===== src/rtl/multicycle_controller.sv =====
// Control unit for the multi-cycle ARM-subset datapath.
// Decodes INSTR, sequences a 10-state FSM and gates all architectural writes on CondEx.
//
// Ports:
//   CLK        in   rising-edge clock
//   RESET      in   asynchronous active-low reset
//   INSTR      in   instruction register {Cond, Op, Funct, Rn, Rd, Src2}
//   ALUFlags   in   {N,Z,C,V} produced by the ALU this cycle
//   PCWrite    out  PC register enable
//   IRWrite    out  instruction register enable
//   RegWrite   out  register file write enable
//   MemWrite   out  data memory write enable
//   AdrSrc     out  memory address: 0=PC, 1=ALUOut
//   ALUSrcA    out  ALU A operand: 0=RD1, 1=PC
//   ALUSrcB    out  ALU B operand: 00=shifted RD2, 01=ExtImm, 10=4
//   ResultSrc  out  result bus: 00=ALUOut, 01=ReadData, 10=ALUResult
//   ALUControl out  ARM cmd code for the ALU
//   ImmSrc     out  immediate extender select (equals Op)
//   RegSrc     out  [0]=read R15 as RA1 (branch), [1]=read Rd as RA2 (STR)
//   Flags      out  architectural NZCV register
//   STATE      out  FSM state, debug only
module multicycle_controller (
    input  logic        CLK,
    input  logic        RESET,
    input  logic [31:0] INSTR,
    input  logic [3:0]  ALUFlags,
    output logic        PCWrite,
    output logic        IRWrite,
    output logic        RegWrite,
    output logic        MemWrite,
    output logic        AdrSrc,
    output logic        ALUSrcA,
    output logic [1:0]  ALUSrcB,
    output logic [1:0]  ResultSrc,
    output logic [3:0]  ALUControl,
    output logic [1:0]  ImmSrc,
    output logic [1:0]  RegSrc,
    output logic [3:0]  Flags,
    output logic [3:0]  STATE
);

    typedef enum logic [3:0] {
        S_FETCH    = 4'd0,
        S_DECODE   = 4'd1,
        S_MEMADR   = 4'd2,
        S_MEMREAD  = 4'd3,
        S_MEMWB    = 4'd4,
        S_MEMWRITE = 4'd5,
        S_EXECR    = 4'd6,
        S_EXECI    = 4'd7,
        S_ALUWB    = 4'd8,
        S_BRANCH   = 4'd9
    } state_e;

    localparam logic [1:0] OP_DP  = 2'b00;
    localparam logic [1:0] OP_MEM = 2'b01;
    localparam logic [1:0] OP_BR  = 2'b10;

    localparam logic [3:0] CMD_ADD = 4'b0100;
    localparam logic [3:0] CMD_CMP = 4'b1010;

    state_e     state_q;
    state_e     state_d;
    logic [3:0] flags_q;
    logic [3:0] flags_d;

    // Instruction fields
    logic [3:0] cond;
    logic [1:0] op;
    logic [5:0] funct;
    logic [3:0] rd;

    assign cond  = INSTR[31:28];
    assign op    = INSTR[27:26];
    assign funct = INSTR[25:20];
    assign rd    = INSTR[15:12];

    // Rn and the operand-2 field are consumed by the datapath only.
    logic unused_instr_bits;
    assign unused_instr_bits = ^{INSTR[19:16], INSTR[11:0]};

    logic no_write;
    logic rd_is_pc;
    logic cond_ex;

    // CMP updates flags only; it never targets a register.
    assign no_write = (op == OP_DP) && (funct[4:1] == CMD_CMP);
    assign rd_is_pc = (rd == 4'hF);

    // Condition check reads the stored flags, not the live ALU flags.
    logic flag_n;
    logic flag_z;
    logic flag_c;
    logic flag_v;

    assign {flag_n, flag_z, flag_c, flag_v} = flags_q;

    always_comb begin
        cond_ex = 1'b0;
        case (cond)
            4'b0000: cond_ex = flag_z;
            4'b0001: cond_ex = ~flag_z;
            4'b0010: cond_ex = flag_c;
            4'b0011: cond_ex = ~flag_c;
            4'b0100: cond_ex = flag_n;
            4'b0101: cond_ex = ~flag_n;
            4'b0110: cond_ex = flag_v;
            4'b0111: cond_ex = ~flag_v;
            4'b1000: cond_ex = flag_c & ~flag_z;
            4'b1001: cond_ex = ~flag_c | flag_z;
            4'b1010: cond_ex = (flag_n == flag_v);
            4'b1011: cond_ex = (flag_n != flag_v);
            4'b1100: cond_ex = ~flag_z & (flag_n == flag_v);
            4'b1101: cond_ex = flag_z | (flag_n != flag_v);
            4'b1110: cond_ex = 1'b1;
            default: cond_ex = 1'b0;
        endcase
    end

    // Instruction-static selects, valid in every state.
    assign ImmSrc = op;
    assign RegSrc = {(op == OP_MEM) && !funct[0], op == OP_BR};

    // State and flag registers
    always_ff @(posedge CLK or negedge RESET) begin
        if (!RESET) begin
            state_q <= S_FETCH;
            flags_q <= 4'b0000;
        end else begin
            state_q <= state_d;
            flags_q <= flags_d;
        end
    end

    // Raw write enables before reset gating.
    logic pc_we;
    logic ir_we;
    logic reg_we;
    logic mem_we;

    always_comb begin
        state_d    = state_q;
        flags_d    = flags_q;
        pc_we      = 1'b0;
        ir_we      = 1'b0;
        reg_we     = 1'b0;
        mem_we     = 1'b0;
        AdrSrc     = 1'b0;
        ALUSrcA    = 1'b0;
        ALUSrcB    = 2'b00;
        ResultSrc  = 2'b00;
        ALUControl = CMD_ADD;

        unique case (state_q)
            S_FETCH: begin
                ir_we     = 1'b1;
                pc_we     = 1'b1;
                ALUSrcA   = 1'b1;
                ALUSrcB   = 2'b10;
                ResultSrc = 2'b10;
                state_d   = S_DECODE;
            end
            S_DECODE: begin
                ALUSrcA   = 1'b1;
                ALUSrcB   = 2'b10;
                ResultSrc = 2'b10;
                unique case (op)
                    OP_DP:   state_d = funct[5] ? S_EXECI : S_EXECR;
                    OP_MEM:  state_d = S_MEMADR;
                    OP_BR:   state_d = S_BRANCH;
                    default: state_d = S_FETCH;
                endcase
            end
            S_MEMADR: begin
                ALUSrcB = 2'b01;
                state_d = funct[0] ? S_MEMREAD : S_MEMWRITE;
            end
            S_MEMREAD: begin
                AdrSrc  = 1'b1;
                state_d = S_MEMWB;
            end
            S_MEMWB: begin
                ResultSrc = 2'b01;
                reg_we    = cond_ex;
                pc_we     = cond_ex & rd_is_pc;
                state_d   = S_FETCH;
            end
            S_MEMWRITE: begin
                AdrSrc  = 1'b1;
                mem_we  = cond_ex;
                state_d = S_FETCH;
            end
            S_EXECR, S_EXECI: begin
                ALUSrcB    = (state_q == S_EXECI) ? 2'b01 : 2'b00;
                ALUControl = funct[4:1];
                if (funct[0] && cond_ex) begin
                    flags_d = ALUFlags;
                end
                state_d = S_ALUWB;
            end
            S_ALUWB: begin
                reg_we  = cond_ex & ~no_write;
                pc_we   = cond_ex & ~no_write & rd_is_pc;
                state_d = S_FETCH;
            end
            S_BRANCH: begin
                ALUSrcB   = 2'b01;
                ResultSrc = 2'b10;
                pc_we     = cond_ex;
                state_d   = S_FETCH;
            end
            default: begin
                state_d = S_FETCH;
            end
        endcase
    end

    // Enables are forced low for as long as reset is held.
    assign PCWrite  = pc_we & RESET;
    assign IRWrite  = ir_we & RESET;
    assign RegWrite = reg_we & RESET;
    assign MemWrite = mem_we & RESET;

    assign Flags = flags_q;
    assign STATE = state_q;

endmodule

===== config.mk =====
export PLATFORM = sky130hd
export DESIGN_NAME = multicycle_controller
export DESIGN_NICKNAME = d
export VERILOG_FILES = /design/src/rtl/multicycle_controller.sv
export SDC_FILE = /design/constraint.sdc
export NUM_CORES = 1
export LEC_CHECK = 0
export CAP_MARGIN = 40
export CELL_PAD_IN_SITES_DETAIL_PLACEMENT = 1
export CELL_PAD_IN_SITES_GLOBAL_PLACEMENT = 2
export CORE_UTILIZATION = 30
export CTS_CLUSTER_DIAMETER = 120
export DETAILED_ROUTE_END_ITERATION = 12
export DONT_BUFFER_PORTS = 1
export PLACE_DENSITY = 0.82
export RECOVER_POWER = 50
export SLEW_MARGIN = 5
export SYNTH_ARGS = -nofsm -noshare
export SYNTH_HDL_FRONTEND = slang
export SYNTH_SLANG_ARGS = --single-unit

===== constraint.sdc =====
create_clock -name CLK -period 2.6 [get_ports CLK]
set_input_delay 0.52 -clock CLK [delete_from_list [all_inputs] [get_ports CLK]]
set_output_delay 0.52 -clock CLK [all_outputs]
set_load 0.05 [all_outputs]

== After elaboration in Yosys (flattened, before gate mapping) ==
Index checks and enable logic that the tools add are counted.
W data, S select, Z words.
Storage, ports and cells
  memories: 0
  bits of input ports: 38
  ROM bits: 0
  bits in latches: 0
  register bits after elaboration: 8
  logic and storage cells: 75
  bits in writable memories: 0
Cells by class
  divide/modulo/power cells: 0
  reductions and logical operators: 13
  multiplexer cells: 15
  equal/unequal tests: 29
  shifts and indexed selects: 0
  $mul: 0
  add/sub/neg operators: 0
  bitwise gates (word level): 16
  magnitude comparators: 0
Operators by type and width (number)
  $eq A4 B4 Y1 const B: 11
  $eq A4 B3 Y1 const B: 8
  $pmux W4 S5: 1
  $eq A4 B2 Y1 const B: 4
  $pmux W1 S15: 1
  $pmux W4 S3: 1
  $and A1 B1 Y1: 9
  $eq A4 B1 Y1 const B: 2
  $logic_not A4 Y1: 2
  $reduce_or A2 Y1: 4
  $mux W1: 6
  $pmux W2 S3: 1
  $not A1 Y1: 5
  $mux W4: 1
  $pmux W1 S4: 1
  $pmux W2 S2: 1
  $logic_and A1 B1 Y1: 3
  $mux W3: 1
  $reduce_or A3 Y1: 1
  $eq A2 B1 Y1 const B: 1
  $eq A2 B2 Y1 const B: 1
  $logic_not A2 Y1: 1
  $or A1 B1 Y1: 2
  $pmux W1 S2: 1
  4 further kinds: 4

== Depth between registers and ports, before layout ==
Gate-level depths: netlist of the first run.
  depth in word-level cells: 7
  gate-level depth with buffers: 7

== Worst setup path after synthesis of the first run ==
Ideal clock, no wire load.
  kind: flip-flop to output port
  start point: register flags_q[3] (netlist: Flags[3])
  end point: output port PCWrite
  path slack: -788 ps
  path buffers: 0
  arrival: 2868 ps
  stages on the path, launching flop included: 6
  cells stage by stage: dfrtp_1 xnor2_1 mux2_4 o211a_4 o21ba_4 o32ai_1
On the way
  longest elaborated chain between the ends: 7
  elaborated cells between the ends (all ways): 11
  those cells by class: eq/ne (2); mux (2); bitwise (7)
RTL lines
  start: declaration: RTL line 64  | logic [3:0] flags_q;
  start signal: assignment: RTL line 131  | flags_q <= flags_d;
  $ne A1 B1 Y1 / $eq A1 B1 Y1 (equally long branches)
  $or A1 B1 Y1 / $and A1 B1 Y1 (equally long branches): RTL line 114, 113
  $pmux W1 S15 *: RTL line 100  | case (cond)
  $and A1 B1 Y1 (2 in a row): RTL line 203  | pc_we = cond_ex & ~no_write & rd_is_pc;
  $pmux W1 S4 *: RTL line 154  | unique case (state_q)
  $and A1 B1 Y1 *: RTL line 219  | assign PCWrite = pc_we & RESET;
  end: declaration: RTL line 27  | output logic PCWrite,
Mark *: on every way between the ends. The rest lies on a longest branch, timed or not.

== Worst setup path after layout of the first run ==
  start point: register flags_q[3] (netlist: Flags[3])
  end point: output port MemWrite
On the way
  longest elaborated chain between the ends: 5
  elaborated cells between the ends (all ways): 8
  those cells by class: eq/ne (2); mux (2); bitwise (4)
RTL lines
  $ne A1 B1 Y1 / $eq A1 B1 Y1 (equally long branches)
  $or A1 B1 Y1 / $and A1 B1 Y1 (equally long branches): RTL line 114, 113
  $pmux W1 S15 *: RTL line 100
  $mux W1 *: RTL line 154
  $and A1 B1 Y1 *: RTL line 222  | assign MemWrite = mem_we & RESET;
  end: declaration: RTL line 30  | output logic MemWrite,
Marks and branches as above.

==> out/results.ini, run 1 <==
[run_status]
status=finished clean

[finish]
final_cells=165
layout_commonest_cell=buf_4
final_util_pct=43.25
area_growth_pct=37.96
layout_common_cells=buf_4, nor2_1, inv_1
nets=173
drive_above_1_share_pct=32.84
diodes=0

[place]
dp_hpwl_um=1930
place_inst=155
gp_congestion=0.7578
place_ws_ps=-18.86
port_buffers=0

[critical_path]
cp-end-kind=output port
critical_path.max_stage_delay_ps=440
cp_cell_sequence=xnor2_4 -> mux2_4 -> o211a_4 -> o21ba_4 -> nor4b_4 -> buf_12
cp.buffers_inverters=1
crit_required_ps=2080
cp-start-kind=flip-flop
critPathTopFamily=flip-flops
critPathSlowestCell=dfrtp_2
crit_fanout=4
critical_path_class=flip-flop to output port
cp.arrival_ps=2050

[synthesis]
syn_nets=148
ys_seq_elements=8
synth_xor_area_share_pct=4.088
synth_cell_types=44
synth_area_leader_cell=dfrtp_1
muxShareOfSynthArea_pct=1.752
synth_compound_area_share_pct=26.86
synth_edf_count=0
yosys-top-cells-area=dfrtp_1, nor2_1, nand2b_1, a21oi_1, inv_1
synth-warning-count=0
synth-simple-area-share_pct=34.01
synth_area_per_cell_um2=7.792
async_flop_share_pct=100.0
synth.top_cell.area_share_pct=23.36
synth_top_family_by_area=simple AND/OR/NAND/NOR gates
netlist_area_um2=857.1
synth_fa_ha_area_share_pct=0
synthCells=110
seq_area_frac_synth_pct=23.36
synthFlopType=dfrtp_1

[route]
drtIter0Drc=12
vias_per_cell=5.491
finalWirelength_um=2477
first_pass_iters=4
postRouteAntennaNets=0
drc=0
dr_total_vias=906
wl_per_cell_um=15.01

[sta]
setup_ws_ps=31.16
relSlewSlack_pct=57.23
tightest_slew_ps=641.6
grt_setup_unrepaired=true
period_needed_ps=2569
fin_crit_sh_pct=98.80
final-setup-viol-count=0
finalHoldViolations=0
drv_slew=0
clock-skew-final_ps=10.36
max_freq_mhz=389.3

[cts]
clk_pin_slew_ps=60
cts_sinks=8
numCtsBuffers=3
cts_tree=yes
root_buffer=clkbuf_4
clk_latency_ps=260
htreeDepth=1
clk_path_buf_depth=2

[grt]
antenna_found_initial=0
grt_pass1_vias=850
grt_max_degree=16
track_usage_pct=16.11
overflow=0
grt_pass1_wl_um=4029

[floorplan]
fp.dieH_um=55.45
dieArea_um2=3075
pin_count=64
die_w_um=55.45
initial_utilization_pct=31.35
fp.coreArea_um2=2734
rows=19

[hold_path]
hold_class=input port to flip-flop

[run]
cap_violations=0

[pwr]
ir_drop_v=0.001019
p_leak_uw=0.0004844
p_per_area_nw_per_um2=1215

==> layout make-up <==
cell class                      count  area, um^2
Fill cell                         335        1551
Multi-Input combinational cell     84       643.1
Inverter                            8       30.03
Timing Repair Buffer               30       241.5
Clock buffer                        4       26.28
Tap cell                           31       38.79
Sequential cell                     8       202.7
==> cells in the mapped netlist, types with 4 or more instances <==
cell type / count
nor2_1: 10
dfrtp_1: 8
inv_1: 8
a21oi_1: 6
nand2_1: 5
nand2b_1: 5
nor3_1: 5
and2_1: 4
buf_2: 4
o21ai_0: 4
o31ai_1: 4
==> per-stage QoR <==
| step | instance area (um^2) | hold slack [ps] | setup TNS, ps | total power, uW |
|---|---|---|---|---|
| 4_1_cts | 1175 | 384.2 | -3.035 | 1444 |
| 3_3_place_gp | 1105 | 224.7 | 0 | 1276 |
| 3_5_place_dp | 1105 | 224.7 | -18.86 | 1294 |
| 2_1_floorplan | 905.9 | 224.4 | -211.6 | 1021 |
| 5_1_grt | 1182 | 396.9 | -45.30 | 1511 |
| 6_report | 1182 | 390.6 | 0 | 1436 |
==> flip-flops by register name, indices dropped and copies added (netlist names) <==
name   count
Flags      4
STATE      4
==> layer usage <==
layer,up-vias,share of wire [%],track usage (%)
li1,445,-,-
met1,434,43,21.62
met2,27,52,27.37
met3,0,4.8,2.576
met4,0,0,3.214
met5,-,0,0
==> repair_timing <==
item,CTS,global route
buffers inserted,3,2
pin swaps,3,1
hold endpoints to repair,8,0
hold buffers,1,0
endpoints found under the setup margin,2,3
gates resized for setup,1,1
==> worst register-to-register path, stage by stage, from the launching register on <==
cell and delay [ps]:
dfrtp_2 440, xnor2_4 200, mux2_4 320, o211a_4 150, buf_4 140, buf_4 130, o311ai_0 380, o31ai_1 140
==> cell families (layout without fill, tap and decap cells) <==
kind of cell              Yosys count  after routing
muxes                               1              1
DFF                                 8              8
and+or+nand+nor                    49             49
AOI/OAI and AO/OA                  30             30
xor gates and xnor gates            4              4
buffers and inverters              18             42
==> final timing paths <==
| path | startpoint | slack [ps] | to | cells after the start |
|---|---|---|---|---|
| setup / recovery | Flags[3] | 30 | MemWrite | 6 |
| hold / removal | ALUFlags[1] | 390 | Flags[1] | 2 |
| setup reg to reg | Flags[3] | 570 | Flags[3] | 7 |
| hold reg to reg | Flags[1] | 660 | Flags[1] | 2 |
| max in group asynchronous | RESET | 1710 | Flags[0] | 1 |
| min in group asynchronous | RESET | 600 | Flags[1] | 1 |
==> report_power, final <==
group | leakage, uW | switching (uW) | internal [uW]
clock network | 0.0000150 | 47.9 | 59.0
logic | 0.000367 | 714 | 368
registers | 0.000102 | 80.6 | 167
total | 0.000484 | 842 | 594
(Power assumes the default switching activity.)
==> inputs of run 2 (changes only) <==
--- a/config.mk
+++ b/config.mk
@@ -14,6 +14,7 @@
 export DONT_BUFFER_PORTS = 1
 export PLACE_DENSITY = 0.82
 export RECOVER_POWER = 50
+export REMOVE_ABC_BUFFERS = 1
 export SLEW_MARGIN = 5
 export SYNTH_ARGS = -nofsm -noshare
 export SYNTH_HDL_FRONTEND = slang
==> out/results.ini, run 2 (same netlist as run 1, synthesis figures left out) <==
[route]
first_pass_iters=4  ; unchanged
dr_total_vias=907  ; +0.11%
wl_per_cell_um=17.24  ; +15%
drtIter0Drc=25  ; +13
finalWirelength_um=2758  ; +11%
postRouteAntennaNets=0  ; unchanged
vias_per_cell=5.669  ; +3.2%
drc=0  ; unchanged

[run_status]
status=finished clean

[grt]
grt_pass1_vias=927  ; +9.1%
grt_pass1_wl_um=4305  ; +6.9%
grt_max_degree=14  ; -2
antenna_found_initial=0  ; unchanged
overflow=0  ; unchanged
track_usage_pct=17.38  ; +1.3 points

[cts]
cts_sinks=8  ; unchanged
numCtsBuffers=3  ; unchanged
clk_latency_ps=250  ; about the same
cts_tree=yes
htreeDepth=1  ; unchanged
root_buffer=clkbuf_4
clk_path_buf_depth=2  ; unchanged
clk_pin_slew_ps=50  ; about the same

[finish]
nets=169  ; -2.3%
layout_common_cells=buf_4, nor2_1, dfrtp_1, inv_1
layout_commonest_cell=buf_4
diodes=0  ; unchanged
multi_input_comb_area_um2=658.1  ; +2.3%
drive_above_1_share_pct=32.56  ; -0.28 points
area_growth_pct=33.87
final_util_pct=41.97  ; -1.3 points
ff_latch_area_um2=200.2  ; -1.2%
fill_cells=315  ; -6.0%

[hold_path]
hold_path_end=Flags[0]
hold_class=input port to flip-flop
worstHoldPathCells=2  ; unchanged
hold_start=ALUFlags[0]

[place]
gp_congestion=0.8356  ; +10%
place_ws_ps=31.18  ; +50.04 ps
dp_hpwl_um=2006  ; +3.9%
port_buffers=0  ; unchanged

[critical_path]
cp_cell_sequence=or4b_1 -> nor3b_2 -> nor4_1 -> a311oi_2 -> o32ai_4 -> buf_6
crit_required_ps=2080  ; about the same
cp.arrival_ps=2070  ; +20 ps
cp.buffers_inverters=1  ; unchanged
cp-start-kind=input port
reg2reg_to=Flags[0]
ff2ff_path_depth=6  ; -1
cp-end-kind=output port
critical_path.max_stage_delay_ps=550  ; +110 ps
critical_path_class=input port to output port
critPathTopFamily=simple AND/OR/NAND/NOR gates
crit_fanout=2  ; -2
r2r_slack_ps=510  ; -60 ps
rr_startpoint=STATE[3]
critPathSlowestCell=or4b_1

[sta]
setup_ws_ps=10.48  ; -20.68 ps
tightest_slew_ps=671.6  ; +29.96 ps
max_freq_mhz=386.2  ; -0.80%
fin_crit_sh_pct=99.60  ; +0.80 points
grt_setup_unrepaired=true
whs_ps=408.4  ; +17.78 ps
final-setup-viol-count=0  ; unchanged
period_needed_ps=2590  ; +20.68 ps
relSlewSlack_pct=55.23  ; -2.0 points
clock-skew-final_ps=1.239  ; -9.117 ps
drv_slew=0  ; unchanged
finalHoldViolations=0  ; unchanged

[pwr]
switchingPower_uw=849.0  ; +0.80%
p_comb_share_pct=76.9  ; +1.6 points
clkPwrFrac_pct=6.4  ; -1.0 points
p_per_area_nw_per_um2=1225  ; +0.82%
internal-power_uw=556.3  ; -6.4%
p_leak_uw=0.0004653  ; -3.9%
switching_share_pct=60.42  ; +1.8 points
seqPwrFrac_pct=16.7  ; -0.5 points
ir_drop_v=0.0006986  ; -31%

[floorplan]
rows=19  ; unchanged
fp.dieH_um=55.45  ; unchanged
die_w_um=55.45  ; unchanged
dieArea_um2=3075  ; unchanged
fp.coreArea_um2=2734  ; unchanged
pin_count=64  ; unchanged
initial_utilization_pct=31.35  ; unchanged

[run]
cap_violations=0  ; unchanged

-- run 2: cell count changes in the layout (fill, tap and decap cells not counted), moves of 2 or more --
cell and delta:
buf_12 -2, buf_6 +2, dfrtp_2 -2, clkbuf_1 -2, buf_4 -3, dfrtp_1 +2, nor3_2 +2
-- run 2: how the worst max path moves through the flow --
stage               startpoint       to  slack [ps]  cells past startpoint
floorplan             Flags[3]  PCWrite        -790                      5
global placement     INSTR[21]  PCWrite          60                      6
detailed placement   INSTR[21]  PCWrite          30                      6
CTS                   Flags[0]  PCWrite           2                      6
global route         INSTR[21]  PCWrite         -30                      6
finish               INSTR[21]  PCWrite          10                      6
-- run 2: power by group through the flow --
| stage | registers, uW | clock network (uW) | logic, uW |
|---|---|---|---|
| after floorplan | 383 | 0 | 552 |
| after global placement | 226 | 0 | 982 |
| after detailed placement | 231 | 0 | 1010 |
| after CTS | 231 | 94.5 | 1040 |
| after global routing | 241 | 103 | 1140 |
| final | 235 | 89.9 | 1080 |
-- run 2: layer usage --
metal	part of all wire, %	GRT usage [%]	routed length (um)
met5	0	0	0
met3	3.1	3.044	86
met2	57	32.53	1583
met1	38	19.82	1060
met4	1.1	5.357	29
-- run 2: final cells by class --
| class | instances | share of cell area (%) |
|---|---|---|
| clock buffer | 3 | 1.963 |
| multi-input combinational | 84 | 57.36 |
| tap | 31 | 3.381 |
| sequential | 8 | 17.45 |
| timing repair buffer | 26 | 17.23 |
| inverter | 8 | 2.617 |
-- run 2: timing repair --
item | in CTS | in global routing
gates resized for setup | 3 | 9
setup endpoints to repair | 3 | 3
pin swaps | 1 | 3
setup buffers | 1 | 1
hold buffers | 1 | 0
hold endpoints to repair | 8 | 0
-- run 2: per-stage QoR --
stage / TNS, ps / total power [uW] / std cells / cell area (um^2)
global placement: 0 / 1208 / 154 / 1036
finish: 0 / 1405 / 160 / 1147
floorplan: -2249 / 935.7 / 100 / 802.0
detailed placement: 0 / 1236 / 154 / 1036
CTS: 0 / 1363 / 159 / 1096
global route: -50.36 / 1482 / 160 / 1147
